--- src/rtl/cache_line_reader.sv ---
// Read-side controller for the phased cache data array: waits on the tag result,
// reads one way for a single cycle, then streams bytes critical-byte-first with wrap.
module cache_line_reader #(
    parameter  int LINE_BYTES = 8,
    parameter  int WAYS       = 4,
    localparam int OFF_W      = $clog2(LINE_BYTES)
) (
    input  logic                    clk,
    input  logic                    reset,
    input  logic                    req_valid,
    output logic                    req_ready,
    input  logic [OFF_W-1:0]        req_offset,
    input  logic [OFF_W-1:0]        req_len,
    input  logic                    hit_valid,
    input  logic                    hit,
    input  logic [WAYS-1:0]         hit_way,
    output logic [WAYS-1:0]         way_rd_en,
    input  logic [LINE_BYTES*8-1:0] line_data,
    output logic                    out_valid,
    input  logic                    out_ready,
    output logic [7:0]              out_data,
    output logic                    out_last,
    output logic                    resp_miss,
    output logic                    busy
);

    typedef enum logic [1:0] {
        S_IDLE,
        S_LOOKUP,
        S_READ,
        S_STREAM
    } state_e;

    state_e                  state_q, state_d;
    logic [OFF_W-1:0]        ptr_q, ptr_d;
    logic [OFF_W-1:0]        rem_q, rem_d;
    logic [WAYS-1:0]         sel_way_q, sel_way_d;
    logic [LINE_BYTES*8-1:0] line_buf_q, line_buf_d;
    logic                    resp_miss_q, resp_miss_d;
    logic [WAYS-1:0]         lowest_hit;

    // Isolate the lowest set bit so a multi-hot tag result still enables one way.
    assign lowest_hit = hit_way & (~hit_way + WAYS'(1));

    // NOTE: every variable gets a default before the case, so no path leaves one unassigned and no latch is inferred.
    always_comb begin
        state_d     = state_q;
        ptr_d       = ptr_q;
        rem_d       = rem_q;
        sel_way_d   = sel_way_q;
        line_buf_d  = line_buf_q;
        resp_miss_d = 1'b0;

        case (state_q)
            S_IDLE: begin
                if (req_valid) begin
                    ptr_d   = req_offset;
                    rem_d   = req_len;
                    state_d = S_LOOKUP;
                end
            end
            S_LOOKUP: begin
                if (hit_valid) begin
                    if (hit && (hit_way != '0)) begin
                        sel_way_d = lowest_hit;
                        state_d   = S_READ;
                    end else begin
                        resp_miss_d = 1'b1;
                        state_d     = S_IDLE;
                    end
                end
            end
            S_READ: begin
                line_buf_d = line_data;
                state_d    = S_STREAM;
            end
            S_STREAM: begin
                if (out_ready) begin
                    ptr_d = ptr_q + OFF_W'(1);
                    if (rem_q == '0) begin
                        state_d = S_IDLE;
                    end else begin
                        rem_d = rem_q - OFF_W'(1);
                    end
                end
            end
            default: state_d = S_IDLE;
        endcase
    end

    // NOTE: sequential state uses non-blocking assignments so all flops update from the same pre-edge values.
    always_ff @(posedge clk) begin
        if (reset) begin
            state_q     <= S_IDLE;
            ptr_q       <= '0;
            rem_q       <= '0;
            sel_way_q   <= '0;
            resp_miss_q <= 1'b0;
        end else begin
            state_q     <= state_d;
            ptr_q       <= ptr_d;
            rem_q       <= rem_d;
            sel_way_q   <= sel_way_d;
            resp_miss_q <= resp_miss_d;
        end
    end

    // NOTE: the line buffer is data storage and is not reset; out_data is forced to 0 outside STREAM, so its contents never leak.
    always_ff @(posedge clk) begin
        line_buf_q <= line_buf_d;
    end

    assign req_ready = (state_q == S_IDLE);
    assign busy      = (state_q != S_IDLE);
    assign way_rd_en = (state_q == S_READ) ? sel_way_q : '0;
    assign out_valid = (state_q == S_STREAM);
    assign out_last  = (state_q == S_STREAM) && (rem_q == '0);
    assign out_data  = (state_q == S_STREAM) ? line_buf_q[{ptr_q, 3'b000} +: 8] : 8'h00;
    assign resp_miss = resp_miss_q;

endmodule

--- config.mk ---
export PLATFORM = sky130hd
export DESIGN_NAME = cache_line_reader
export DESIGN_NICKNAME = d
export VERILOG_FILES = /design/src/rtl/cache_line_reader.sv
export SDC_FILE = /design/constraint.sdc
export NUM_CORES = 1
export LEC_CHECK = 0
export ABC_AREA = 1
export CAP_MARGIN = 20
export CORE_UTILIZATION = 35
export DETAILED_ROUTE_END_ITERATION = 10
export PLACE_DENSITY = 0.63
export SLEW_MARGIN = 20
export SYNTH_ARGS = -nofsm -noshare
export SYNTH_HDL_FRONTEND = slang
export SYNTH_SLANG_ARGS = --single-unit
export TNS_END_PERCENT = 50
--- constraint.sdc ---
create_clock -name clk -period 6.1 [get_ports clk]
set_input_delay 0.915 -clock clk [delete_from_list [all_inputs] [get_ports clk]]
set_output_delay 0.915 -clock clk [all_outputs]
set_load 0.05 [all_outputs]
# [After elaboration in Yosys (flattened, before gate mapping)]
# Index checks and enable logic that the tools add are counted.
[word_totals] reg_bits=77 out_inout_bits=17 wordCells=50
[classes] add_sub_neg=3 eq_ne=8 shift=1 muxes=16 bitwise_logic=4 n_reduce_logical=12
[ops] operator="64-bit by 7-bit variable part select with 8-bit output" count=1
[ops] operator="3-bit two-way mux" count=5
[ops] operator="3-bit one-hot mux with 2 select lines" count=2
[ops] operator="2-bit two-way mux" count=5
[ops] operator="8-bit two-way mux" count=1
[ops] operator="2-bit one-hot mux with 4 select lines" count=1
[ops] operator="4-bit AND reduction" count=2
[ops] operator="2-bit != test, second input constant" count=3
[ops] operator="3-bit AND reduction" count=2
[ops] operator="4-bit by 1-bit adder with 4-bit output, second input constant" count=1
[ops] operator="4-bit AND" count=1
[ops] operator="2-bit equality test, second input constant" count=2
[ops] operator="4-bit two-way mux" count=1
[ops] operator="2-bit by 1-bit != test with 1-bit output, second input constant" count=2
[ops] operator="4-bit inverter" count=1
[ops] operator="2-bit nonzero test" count=2
[ops] operator="4-bit nonzero test" count=1
[ops] operator="3-bit by 1-bit adder with 3-bit output, second input constant" count=1
[ops] operator="3-bit logical NOT" count=1
[ops] operator="3-bit OR reduction" count=1
[ops] operator="3-bit by 1-bit subtractor with 3-bit output, second input constant" count=1
[ops] operator="2-bit by 1-bit equality test with 1-bit output, second input constant" count=1
[ops] operator="1-bit logical AND" count=2
[ops] operator="2-bit logical NOT" count=1
[ops] operator="2 further kinds" count=3

# [Longest topological paths before layout]
[logic_depth] depth_word=5 depth_mapped=9

# [Worst setup path after synthesis]
# No wires, ideal clock.
[synth_timing] kind="register to output" start="register with a tool-made name" end="output port way_rd_en[0]" arrival_time_ns=4.339 t_required_ns=5.185 setup_slack_ns=0.846 path_stages_with_launch=5 path_cell_list="dfxtp_1 inv_1 nor2_1 inv_1 nor2_1"
[synth_rtl] item="to (decl)" line_no="17" rtl="output logic [WAYS-1:0] way_rd_en,"

# [Worst setup path after layout]
[layout_timing] start="register ptr_q[0]" end="output port out_data[7]"
[layout_between] elab_chain_len=2
[layout_lines] item="from (decl)" line_no="35" rtl="logic [OFF_W-1:0] ptr_q, ptr_d;"
[layout_lines] item="from (signal assigned)" line_no="101" rtl="ptr_q <= ptr_d;"
[layout_lines] item="64-bit by 7-bit variable part select with 8-bit output" line_no="118" rtl="assign out_data = (state_q == S_STREAM) ? line_buf_q[{ptr_q, 3'b000} +: 8] : 8'h00;"
[layout_lines] item="8-bit two-way mux" line_no="118"
[layout_lines] item="to (decl)" line_no="21" rtl="output logic [7:0] out_data,"
# No other way between the ends.

==> flow_results.org <==
** Status
- Status :: completed

** Setup path
- Along the worst path, the maximum fanout reaches 35.
- Arrival time at the worst endpoint :: 3010 ps
- Required time at the endpoint of the critical path :: 5180 ps
- Reg2reg setup slack :: 4450 ps
- The worst setup path is of the reg -> out kind.
- CP startpoint kind :: flip-flop
- Type of element capturing the critical path :: primary output

** Detailed routing
- For this block, the initial DRC count from the detailed router was 131.
- Final wirelength :: 7270 um
- Overall via count from detail_route :: 2,485
- Detail-routed net length per standard cell :: 14.1 um
- Via-to-Cell Ratio :: 4.82
- Number of nets still failing antenna checks after routing :: 0
- Drt drc :: 0
- Number of iterations in the first detailed-routing pass :: 5

** Die
- Die ar. :: 9760 um^2
- Die X-Extent :: 98.8 um
- Area of the core region :: 8890 um^2
- Floorplan die height :: 98.8 um
- Starting density of the core :: 36.9%
- Floorplan row count :: 34
- Count of boundary I/O pins :: 97

** Finish
- Most common cell after layout, fill and taps aside :: sky130_fd_sc_hd__clkdlybuf4s50_1
- Relative to the synthesized area, the layout overhead comes to 38.2%.
- The layout has 817 filler cells.
- The finished cells cover 4530 um^2.
- For this run, the post-layout net count is 486.
- Inserted Diodes :: 0
- Commonest non-fill, non-tap cells in the layout :: sky130_fd_sc_hd__clkdlybuf4s50_1 (96), sky130_fd_sc_hd__nor2_1 (70), sky130_fd_sc_hd__edfxtp_1 (64), sky130_fd_sc_hd__o21ai_0 (37), sky130_fd_sc_hd__nand2_1 (35)
- In the final layout, the share of cells above drive strength 1 is 6.86%.

** STA
- Max-slew violation count :: 0
- Largest clock skew in the final design :: 8.25 ps
- Of the available clock period, the critical path in the final layout requires 64.4%.
- Setup violations remaining at the end of the flow were counted as 0.
- RSZ-0062 raised after global routing :: false
- Worst-case headroom to the max-slew limit :: 42.0%
- Fin. Hold Viols :: 0
- Worst-Margin Slew :: 869 ps
- Top achievable clock speed :: 0.255 GHz
- For the finished layout, the period the worst path requires is 3930 ps.
- Accumulated negative setup slack :: 0 ps

** Yosys
- By area, the combinational part of the netlist is dominated by simple AND/OR/NAND/NOR gates.
- Nets in the synthesized netlist :: 391
- Simple-gate share of the synthesized area :: 15.3%
- Synth unique cells :: 27
- Averaged over all synthesized cells, the footprint is 10.7 um^2.
- Total number of yosys warnings :: 0
- Yosys reg bits :: 77
- Post-synth top flop :: sky130_fd_sc_hd__edfxtp_1
- Mux cell area share after synthesis :: 0%
- Of all flip-flops after synthesis, the portion carrying an async set or reset was 0%.
- The synthesized netlist devotes 0.267% of its cell area to XOR and XNOR gates.
- Share of synthesized cell area in full adder, half adder and majority cells :: 1.14%
- Sequential cell area fraction in the yosys report :: 66.5%
- Synthesis produced a netlist whose cell count is 308.
- Summing the areas of all compound-gate instances in the mapped netlist gives 11.4% of the synthesized area.
- Counting flops with a built-in enable in the synthesized netlist gives 64.
- Post-synth design cell area :: 3280 um^2

** Placed design
- Sum of net half-perimeters after detailed placement :: 5010 um
- Summing all placed instances gives a cell area of 4310 um^2.
- Count of input and output buffers :: 96
- Weighted congestion reported at the end of routability-driven placement :: 0.793

** Global routing
- Number of global-route vias before repair :: 2,486
- The number of antenna violations at the first check in global routing came to 0.
- Across every metal layer, demand over resource in global routing totals 15.5%.
- The total overflow left after global routing is 0.
- First-pass GRT wire length :: 11,400 um
- Entering global routing, the biggest net connects 66 pins.

** Hold path
- Worst min path class :: reg -> reg

** Clock network
- In this run the deepest clock path goes through 2 buffers.
- Sink count of the clock tree :: 77
- Worst skew pair latency :: 350 ps
- Hold buffer count at cts :: 0
- TritonCTS built the clock tree.
- In this run the number of H-tree levels came out at 3.
- Post-CTS timing repair inserted 0 buffers for setup.
- Clock-pin slew was measured on the worst setup and hold paths at 80 ps.
- After clock tree synthesis, the repair step resized 0 gates.
- Master cell of the clock root buffer :: sky130_fd_sc_hd__clkbuf_8
- TritonCTS created 9 clock buffers.

** Power and ir drop
- Worst supply voltage drop on vdd :: 0.000140 V
- The share of total power dissipated in sequential elements is 51.2%.
- In this run the static leakage power is 1.62 nW.
- Switching power summed over all nets :: 0.000294 W
- The internal portion of the total power is 0.000902 W.
- Total power after layout :: 0.00120 W
- Dividing total power by cell area gives a power density of 264 nW/um^2.
- Clock power frac :: 35.4%
- Of the total power, the share spent switching nets is 24.5%.
- Combinational group share of total power :: 13.5%

** Flow run
- Count of max-cap constraint violations :: 0
stage by stage:
| stage | utilization (%) | std cells | worst slack [ps] | hold slack, ps |
|---|---|---|---|---|
| 2_1_floorplan | - | 308 | 846 | 427 |
| 3_3_place_gp | 48.5 | 500 | 2130 | 437 |
| 3_5_place_dp | 48.5 | 500 | 2050 | 440 |
| 4_1_cts | 51.0 | 516 | 1670 | 452 |
| 5_1_grt | 51.0 | 516 | 1900 | 495 |
| 6_report | 51.0 | 516 | 2170 | 450 |
sequential cells by signal, indices dropped and copies added (netlist names), named ones only:
signal      flops
rem_q           3
sel_way_q       4
state_q         1
line_buf_q     64
ptr_q           3
resp_miss       1
logic make-up (layout without fill, tap and decap cells):
family / Yosys count / count (layout)
AND/OR/NAND/NOR: 122 / 122
buffers and inverters: 38 / 138
XOR/XNOR: 1 / 1
adder cells (fa/ha/maj): 3 / 3
AO/OA/AOI/OAI: 67 / 67
flip-flops: 77 / 77
metal layers:
metal / wire (um) / GRT usage (%) / share of wire (%)
met4: 164 / 7.00 / 2.3
met1: 3110 / 18.3 / 43
met3: 426 / 4.61 / 5.9
met5: 0 / 0 / 0
met2: 3560 / 26.2 / 49
cell type report:
class	count	area, um^2	share of cell area [%]
clock buffers	9	124	2.73
clock inverters	7	98.8	2.18
inverters	25	93.8	2.07
multi-input cells	193	930	20.5
flip-flops and latches	77	2180	48.2
well taps	108	135	2.98
repair buffers	97	968	21.4
synthesized netlist by cell type, types with 3 or more instances:
library cell / number / share of area [%]
sky130_fd_sc_hd__a21oi_1: 8 / 1.2
sky130_fd_sc_hd__buf_2: 5 / 0.76
sky130_fd_sc_hd__buf_4: 5 / 1.1
sky130_fd_sc_hd__dfxtp_1: 13 / 7.9
sky130_fd_sc_hd__edfxtp_1: 64 / 59
sky130_fd_sc_hd__ha_1: 3 / 1.1
sky130_fd_sc_hd__inv_1: 23 / 2.6
sky130_fd_sc_hd__nand2_1: 35 / 4.0
sky130_fd_sc_hd__nand2_2: 3 / 0.57
sky130_fd_sc_hd__nand3_1: 6 / 0.92
sky130_fd_sc_hd__nand3b_1: 3 / 0.69
sky130_fd_sc_hd__nor2_1: 71 / 8.1
sky130_fd_sc_hd__o211ai_1: 8 / 1.8
sky130_fd_sc_hd__o21ai_0: 37 / 5.6
sky130_fd_sc_hd__o21ai_1: 3 / 0.46
sky130_fd_sc_hd__o22ai_1: 8 / 1.5
power groups by stage:
stage / Sequential, W / Combinational [W] / Clock, W
global route: 0.000616 / 0.000180 / 0.000457
CTS: 0.000612 / 0.000163 / 0.000436
finish: 0.000612 / 0.000161 / 0.000423
floorplan: 0.000607 / 0.000104 / 0
detailed placement: 0.000624 / 0.000162 / 0
global placement: 0.000623 / 0.000160 / 0
critical path, cell delays in order (launching register included):
cell                              delay, ps
sky130_fd_sc_hd__dfxtp_2                510
sky130_fd_sc_hd__inv_1                  720
sky130_fd_sc_hd__o21ai_0                180
sky130_fd_sc_hd__o22ai_1                210
sky130_fd_sc_hd__nor2_1                  60
sky130_fd_sc_hd__nor2_1                 150
sky130_fd_sc_hd__clkdlybuf4s50_1        820
path summary, 6_finish.rpt:
kind                                    from      endpoint  depth (start not counted)
worst max-delay path                ptr_q[0]   out_data[7]                          6
worst min-delay path            sel_way_q[3]  sel_way_q[3]                          2
worst max register to register      ptr_q[1]      ptr_q[1]                          5
worst min register to register  sel_way_q[3]  sel_way_q[3]                          2
(Power assumes the default switching activity.)
==> variant 1, RTL diff (config.mk and constraints unchanged) <==
Encoding of `state_e`: now one-hot (4 bits for 4 states).
--- a/src/rtl/cache_line_reader.sv
+++ b/src/rtl/cache_line_reader.sv
@@ -24,11 +24,11 @@
     output logic                    busy
 );
 
-    typedef enum logic [1:0] {
-        S_IDLE,
-        S_LOOKUP,
-        S_READ,
-        S_STREAM
+    typedef enum logic [3:0] {
+        S_IDLE   = 4'b0001,
+        S_LOOKUP = 4'b0010,
+        S_READ   = 4'b0100,
+        S_STREAM = 4'b1000
     } state_e;
 
     state_e                  state_q, state_d;
Formal check against the unedited RTL: no difference found for any inputs over 10 cycles, from zero or initial values and one cycle with reset high; not proved beyond that.
==> variant 1 against the original RTL <==
- power is 12% higher
- setup slack better by 0.22 ns
- design area is 3.9% higher
- sequential cell count is 2 higher
- synthesized area is 4.7% higher
- cell count is 10% higher
- routed wire length is 8.8% higher
- first-iteration DRC count is 32% higher
==> variant 1: results (changes against the original RTL) <==
{
  "fin_skew": {"value": 0.0110, "unit": "ns", "change": "was 0.00825 ns"},
  "firstDrtPassIters": {"value": 4, "change": "was 5"},
  "largestRegisters": {"value": "line_buf_q (64), sel_way_q (4), state_q (4)", "change": "was line_buf_q (64), sel_way_q (4)"},
  "grt_pass1_vias": {"value": 2743, "change": "was 2486"},
  "globalRouteMet2Util": {"value": 29.2, "unit": "%", "change": "was 26.2%"},
  "nets": {"value": 517, "change": "was 486"},
  "globalRouteMet3Util": {"value": 4.23, "unit": "%", "change": "was 4.61%"},
  "nets_in_the_synthesized_netlist": {"value": 423, "change": "was 391"},
  "grt_first_pass_wirelength": {"value": 12.4, "unit": "mm", "change": "was 11.4 mm"},
  "routed_wl": {"value": 7.90, "unit": "mm", "change": "was 7.27 mm"},
  "max_slew_margin": {"value": 42.1, "unit": "%", "change": "was 42.0%"},
  "globalRouteTotalUtil": {"value": 16.3, "unit": "%", "change": "was 15.5%"},
  "seq_total_area_yosys": {"value": 64.7, "unit": "%", "change": "was 66.5%"},
  "post-dp-hpwl": {"value": 5.70, "unit": "mm", "change": "was 5.01 mm"},
  "crit_fanout": {"value": 27, "change": "was 35"},
  "flow.area_growth_from_synthesis": {"value": 37.2, "unit": "%", "change": "was 38.2%"},
  "cellLeakagePower": {"value": 1.71, "unit": "nW", "change": "was 1.62 nW"},
  "ys_top_cells_by_count": {"value": "sky130_fd_sc_hd__nor2_1 (83), sky130_fd_sc_hd__edfxtp_1 (64), sky130_fd_sc_hd__nand2_1 (47)", "change": "was sky130_fd_sc_hd__nor2_1 (71), sky130_fd_sc_hd__edfxtp_1 (64), sky130_fd_sc_hd__o21ai_0 (37)"},
  "ir_worst_vdd": {"value": 152, "unit": "µV", "change": "was 140 µV"},
  "timing.critical_path.arrival": {"value": 2.79, "unit": "ns", "change": "was 3.01 ns"},
  "dr.first_iter.drc_count": {"value": 173, "change": "was 131"},
  "filler_cell_count": {"value": 861, "change": "was 817"},
  "drive_gt1_share": {"value": 8.43, "unit": "%", "change": "was 6.86%"},
  "grt_max_degree": {"value": 63, "change": "was 66"},
  "netlist-cell-type-count": {"value": 24, "change": "was 27"},
  "detail_route.vias_per_cell": {"value": 4.68, "change": "was 4.82"},
  "gp_congestion": {"value": 0.787, "change": "was 0.793"},
  "synthTopCellsByArea": {"value": "sky130_fd_sc_hd__edfxtp_1 (56%), sky130_fd_sc_hd__nor2_1 (9.1%), sky130_fd_sc_hd__dfxtp_1 (8.7%)", "change": "was sky130_fd_sc_hd__edfxtp_1 (59%), sky130_fd_sc_hd__nor2_1 (8.1%), sky130_fd_sc_hd__dfxtp_1 (7.9%)"},
  "result_of_the_run": {"value": "completed", "change": "unchanged"},
  "grt_use_met1": {"value": 18.5, "unit": "%", "change": "was 18.3%"}
}
## variant 1: cell types whose count changed after synthesis, sizes merged, moves of 2 or more
cell and change:
a21oi -4, nand3 +8, inv +4, o21ai -4, dfxtp +2, nand2 +11
nor2 +19, nand3b -2
## variant 1: per-layer routing
metal / vias up / part of all wire, %
met5: - / 0
met4: 0 / 1.4
met3: 9 / 7.1
met2: 95 / 51
met1: 1226 / 41
li1: 1329 / -
## variant 1: area by class of cell
cell class / count / area share, %
Clock buffer: 12 / 3.53
Clock inverter: 4 / 1.06
Inverter: 29 / 2.31
Multi-Input combinational cell: 218 / 21.9
Sequential cell: 79 / 47.2
Tap cell: 129 / 3.43
Timing Repair Buffer: 97 / 20.6
## variant 1: logic make-up after synthesis
group | count (synthesis) | synth area share (%)
AND/OR/NAND/NOR | 156 | 19.3
flip-flops | 79 | 64.7
AO/OA/AOI/OAI | 57 | 9.18
buffers and inverters | 43 | 5.21
adder cells (fa/ha/maj) | 3 | 1.09
XOR/XNOR | 2 | 0.510
## variant 1: path summary, 6_finish.rpt
path | depth (start not counted) | slack, ns | start | endpoint
max | 5 | 2.40 | ptr_q[1]$_SDFFE_PP0P_ | out_data[5]
min | 2 | 0.47 | sel_way_q[3]$_SDFFE_PP0P_ | sel_way_q[3]$_SDFFE_PP0P_
max reg2reg | 4 | 4.04 | state_q[1]$_SDFFE_PP0P_ | line_buf_q[15]$_DFFE_PN_
min reg2reg | 2 | 0.47 | sel_way_q[3]$_SDFFE_PP0P_ | sel_way_q[3]$_SDFFE_PP0P_
## variant 1: through the flow
| stage | worst slack, ns | instance area, µm² | hold WS [ns] | power, W | std cells |
|---|---|---|---|---|---|
| 2_1_floorplan | 3.55 | 3430 | 0.427 | 0.000849 | 340 |
| 4_1_cts | 1.98 | 4710 | 0.465 | 0.00136 | 568 |
| 6_report | 2.40 | 4710 | 0.465 | 0.00134 | 568 |
| 3_3_place_gp | 2.47 | 4490 | 0.441 | 0.000938 | 552 |
| 5_1_grt | 2.21 | 4710 | 0.482 | 0.00142 | 568 |
| 3_5_place_dp | 2.38 | 4490 | 0.454 | 0.000949 | 552 |
## variant 1: worst max-delay path, stage by stage (launching register included)
cell,delay (ns)
sky130_fd_sc_hd__dfxtp_1,0.89
sky130_fd_sc_hd__o21ai_0,0.24
sky130_fd_sc_hd__o22ai_1,0.26
sky130_fd_sc_hd__nor2_1,0.06
sky130_fd_sc_hd__nor2_1,0.17
sky130_fd_sc_hd__clkdlybuf4s50_1,0.83
## variant 1: power breakdown
group,leakage [nW],switching [W],internal (W),total (W)
clock network,0.112,0.000181,0.000226,0.000406
registers,0.698,0.0000473,0.000599,0.000647
logic,0.897,0.000161,0.000128,0.000290
total,1.71,0.000389,0.000953,0.00134
==> variant 2, RTL diff (config.mk and constraints unchanged) <==
Without the edit above. The parameter `LINE_BYTES` goes from 8 to 16.
--- a/src/rtl/cache_line_reader.sv
+++ b/src/rtl/cache_line_reader.sv
@@ -1,7 +1,7 @@
 // Read-side controller for the phased cache data array: waits on the tag result,
 // reads one way for a single cycle, then streams bytes critical-byte-first with wrap.
 module cache_line_reader #(
-    parameter  int LINE_BYTES = 8,
+    parameter  int LINE_BYTES = 16,
     parameter  int WAYS       = 4,
     localparam int OFF_W      = $clog2(LINE_BYTES)
 ) (
Ports: changed (resized line_data, req_len and req_offset); port bits go from 97 to 163. No check against the original RTL was run, so the function may have changed too.
==> variant 2 against the original RTL <==
- synthesized area grew 90%
- via count grew 88%
- routed wire length grew 110%
- setup slack lost 0.38 ns
- design area grew 90%
- count of clock-buffer cells in the layout grew 11
- clock power grew 130%
- power grew 100%
- critical path depth shrank 1
- sequential cell count grew 66
- register-to-register slack lost 0.75 ns
- hold slack gained 0.0027 ns
- largest cell class unchanged
- highest routed layer unchanged
==> variant 2: results (changes against the original RTL) <==
{
  "result_of_the_run": {"value": "completed", "change": "unchanged"},
  "later_pin_clock_latency_in_the_skew_report": {"value": 0.42, "unit": "ns", "change": "was 0.35 ns"},
  "seq_total_area_yosys": {"value": 66.4, "unit": "%", "change": "was 66.5%"},
  "vias": {"value": 4660, "change": "was 2485"},
  "cts.clk_slew.worst_paths": {"value": 0.06, "unit": "ns", "change": "was 0.08 ns"},
  "post-dp-hpwl": {"value": 10.8, "unit": "mm", "change": "was 5.01 mm"},
  "filler_cell_count": {"value": 1611, "change": "was 817"},
  "tritoncts_buffers": {"value": 17, "change": "was 9"},
  "wl_met2": {"value": 7.40, "unit": "mm", "change": "was 3.56 mm"},
  "largest_register_ff_count": {"value": 128, "change": "was 64"},
  "grt_max_degree": {"value": 80, "change": "was 66"},
  "globalRouteTotalUtil": {"value": 17.8, "unit": "%", "change": "was 15.5%"},
  "power.internal": {"value": 0.00185, "unit": "W", "change": "was 0.000902 W"},
  "gp_congestion": {"value": 0.839, "change": "was 0.793"},
  "timing.critical_path.arrival": {"value": 3.39, "unit": "ns", "change": "was 3.01 ns"},
  "io_buffers": {"value": 162, "change": "was 96"},
  "nets_in_the_synthesized_netlist": {"value": 779, "change": "was 391"},
  "netlist-cell-type-count": {"value": 24, "change": "was 27"},
  "slack_of_the_worst_reg_to_reg_path": {"value": 3.70, "unit": "ns", "change": "was 4.45 ns"},
  "max_slew_margin": {"value": 35.0, "unit": "%", "change": "was 42.0%"},
  "synthTopCellsByArea": {"value": "sky130_fd_sc_hd__edfxtp_1 (62%), sky130_fd_sc_hd__nand2_1 (13%), sky130_fd_sc_hd__nand3_1 (7.0%)", "change": "was sky130_fd_sc_hd__edfxtp_1 (59%), sky130_fd_sc_hd__nor2_1 (8.1%), sky130_fd_sc_hd__dfxtp_1 (7.9%)"},
  "crit-reg2reg-capture": {"value": "line_buf_q[115]$_DFFE_PN_", "change": "was ptr_q[1]$_SDFFE_PP0P_"},
  "dr.first_iter.drc_count": {"value": 369, "change": "was 131"},
  "ys_top_cells_by_count": {"value": "sky130_fd_sc_hd__nand2_1 (221), sky130_fd_sc_hd__edfxtp_1 (128), sky130_fd_sc_hd__nand3_1 (87)", "change": "was sky130_fd_sc_hd__nor2_1 (71), sky130_fd_sc_hd__edfxtp_1 (64), sky130_fd_sc_hd__o21ai_0 (37)"},
  "detail_route.vias_per_cell": {"value": 4.54, "change": "was 4.82"},
  "wl_met1": {"value": 6.61, "unit": "mm", "change": "was 3.11 mm"},
  "drive_gt1_share": {"value": 4.86, "unit": "%", "change": "was 6.86%"},
  "crit_fanout": {"value": 19, "change": "was 35"},
  "synth-edff-count": {"value": 128, "change": "was 64"},
  "fin_skew": {"value": 0.0140, "unit": "ns", "change": "was 0.00825 ns"}
}
-- variant 2: logic make-up (layout without fill, tap and decap cells) --
kind of cell    Yosys count  in the layout  share of synthesized area [%]
buf+inv                 117            289                           7.72
fa+ha+maj                 3              3                          0.601
flops                   143            143                           66.4
compound gates           35             35                           2.85
simple gates            329            329                           22.0
xor+xnor                  3              3                          0.421
-- variant 2: how the worst min path moves through the flow --
stage	endpoint	start	cells past startpoint
floorplan	sel_way_q[3]$_SDFFE_PP0P_	sel_way_q[3]$_SDFFE_PP0P_	2
global placement	sel_way_q[3]$_SDFFE_PP0P_	sel_way_q[3]$_SDFFE_PP0P_	2
detailed placement	sel_way_q[3]$_SDFFE_PP0P_	sel_way_q[3]$_SDFFE_PP0P_	2
CTS	sel_way_q[3]$_SDFFE_PP0P_	sel_way_q[3]$_SDFFE_PP0P_	2
global route	sel_way_q[1]$_SDFFE_PP0P_	sel_way_q[1]$_SDFFE_PP0P_	2
finish	sel_way_q[3]$_SDFFE_PP0P_	sel_way_q[3]$_SDFFE_PP0P_	2
-- variant 2: layout make-up --
type                    instances  area (µm²)  share of cell area [%]
multi-input cells             370        1630                    18.9
flip-flops and latches        143        4150                    48.2
clock buffers                  20         437                    5.07
clock inverters                12         120                    1.40
inverters                      90         338                    3.93
well taps                     225         282                    3.27
repair buffers                167        1660                    19.3
-- variant 2: power by group through the flow --
stage          combinational, W  sequential, W  clock (W)
6_report               0.000333        0.00112   0.000979
5_1_grt                0.000373        0.00112    0.00104
4_1_cts                0.000337        0.00112    0.00100
3_5_place_dp           0.000335        0.00114          0
3_3_place_gp           0.000335        0.00114          0
2_1_floorplan          0.000188        0.00113          0
-- variant 2: metrics by stage --
stage / setup WS [ns] / hold slack [ns]
CTS: 1.87 / 0.456
finish: 1.79 / 0.453
detailed placement: 2.33 / 0.448
global placement: 2.32 / 0.443
global route: 1.62 / 0.487
floorplan: 0.235 / 0.427
-- variant 2: worst max-delay path, stage by stage, from the launching register on --
cell and delay [ns]:
sky130_fd_sc_hd__dfxtp_1 0.78, sky130_fd_sc_hd__clkinv_1 0.67, sky130_fd_sc_hd__nand3_1 0.26, sky130_fd_sc_hd__nand3_1 0.14
sky130_fd_sc_hd__a21oi_1 0.25, sky130_fd_sc_hd__clkdlybuf4s50_1 0.86
-- variant 2: routing by layer --
layer  global-route usage [%]  up-vias
li1                         -     2369
met5                        0        -
met1                     22.2     2111
met2                     29.6      165
met4                     6.93        0
met3                     4.60       15
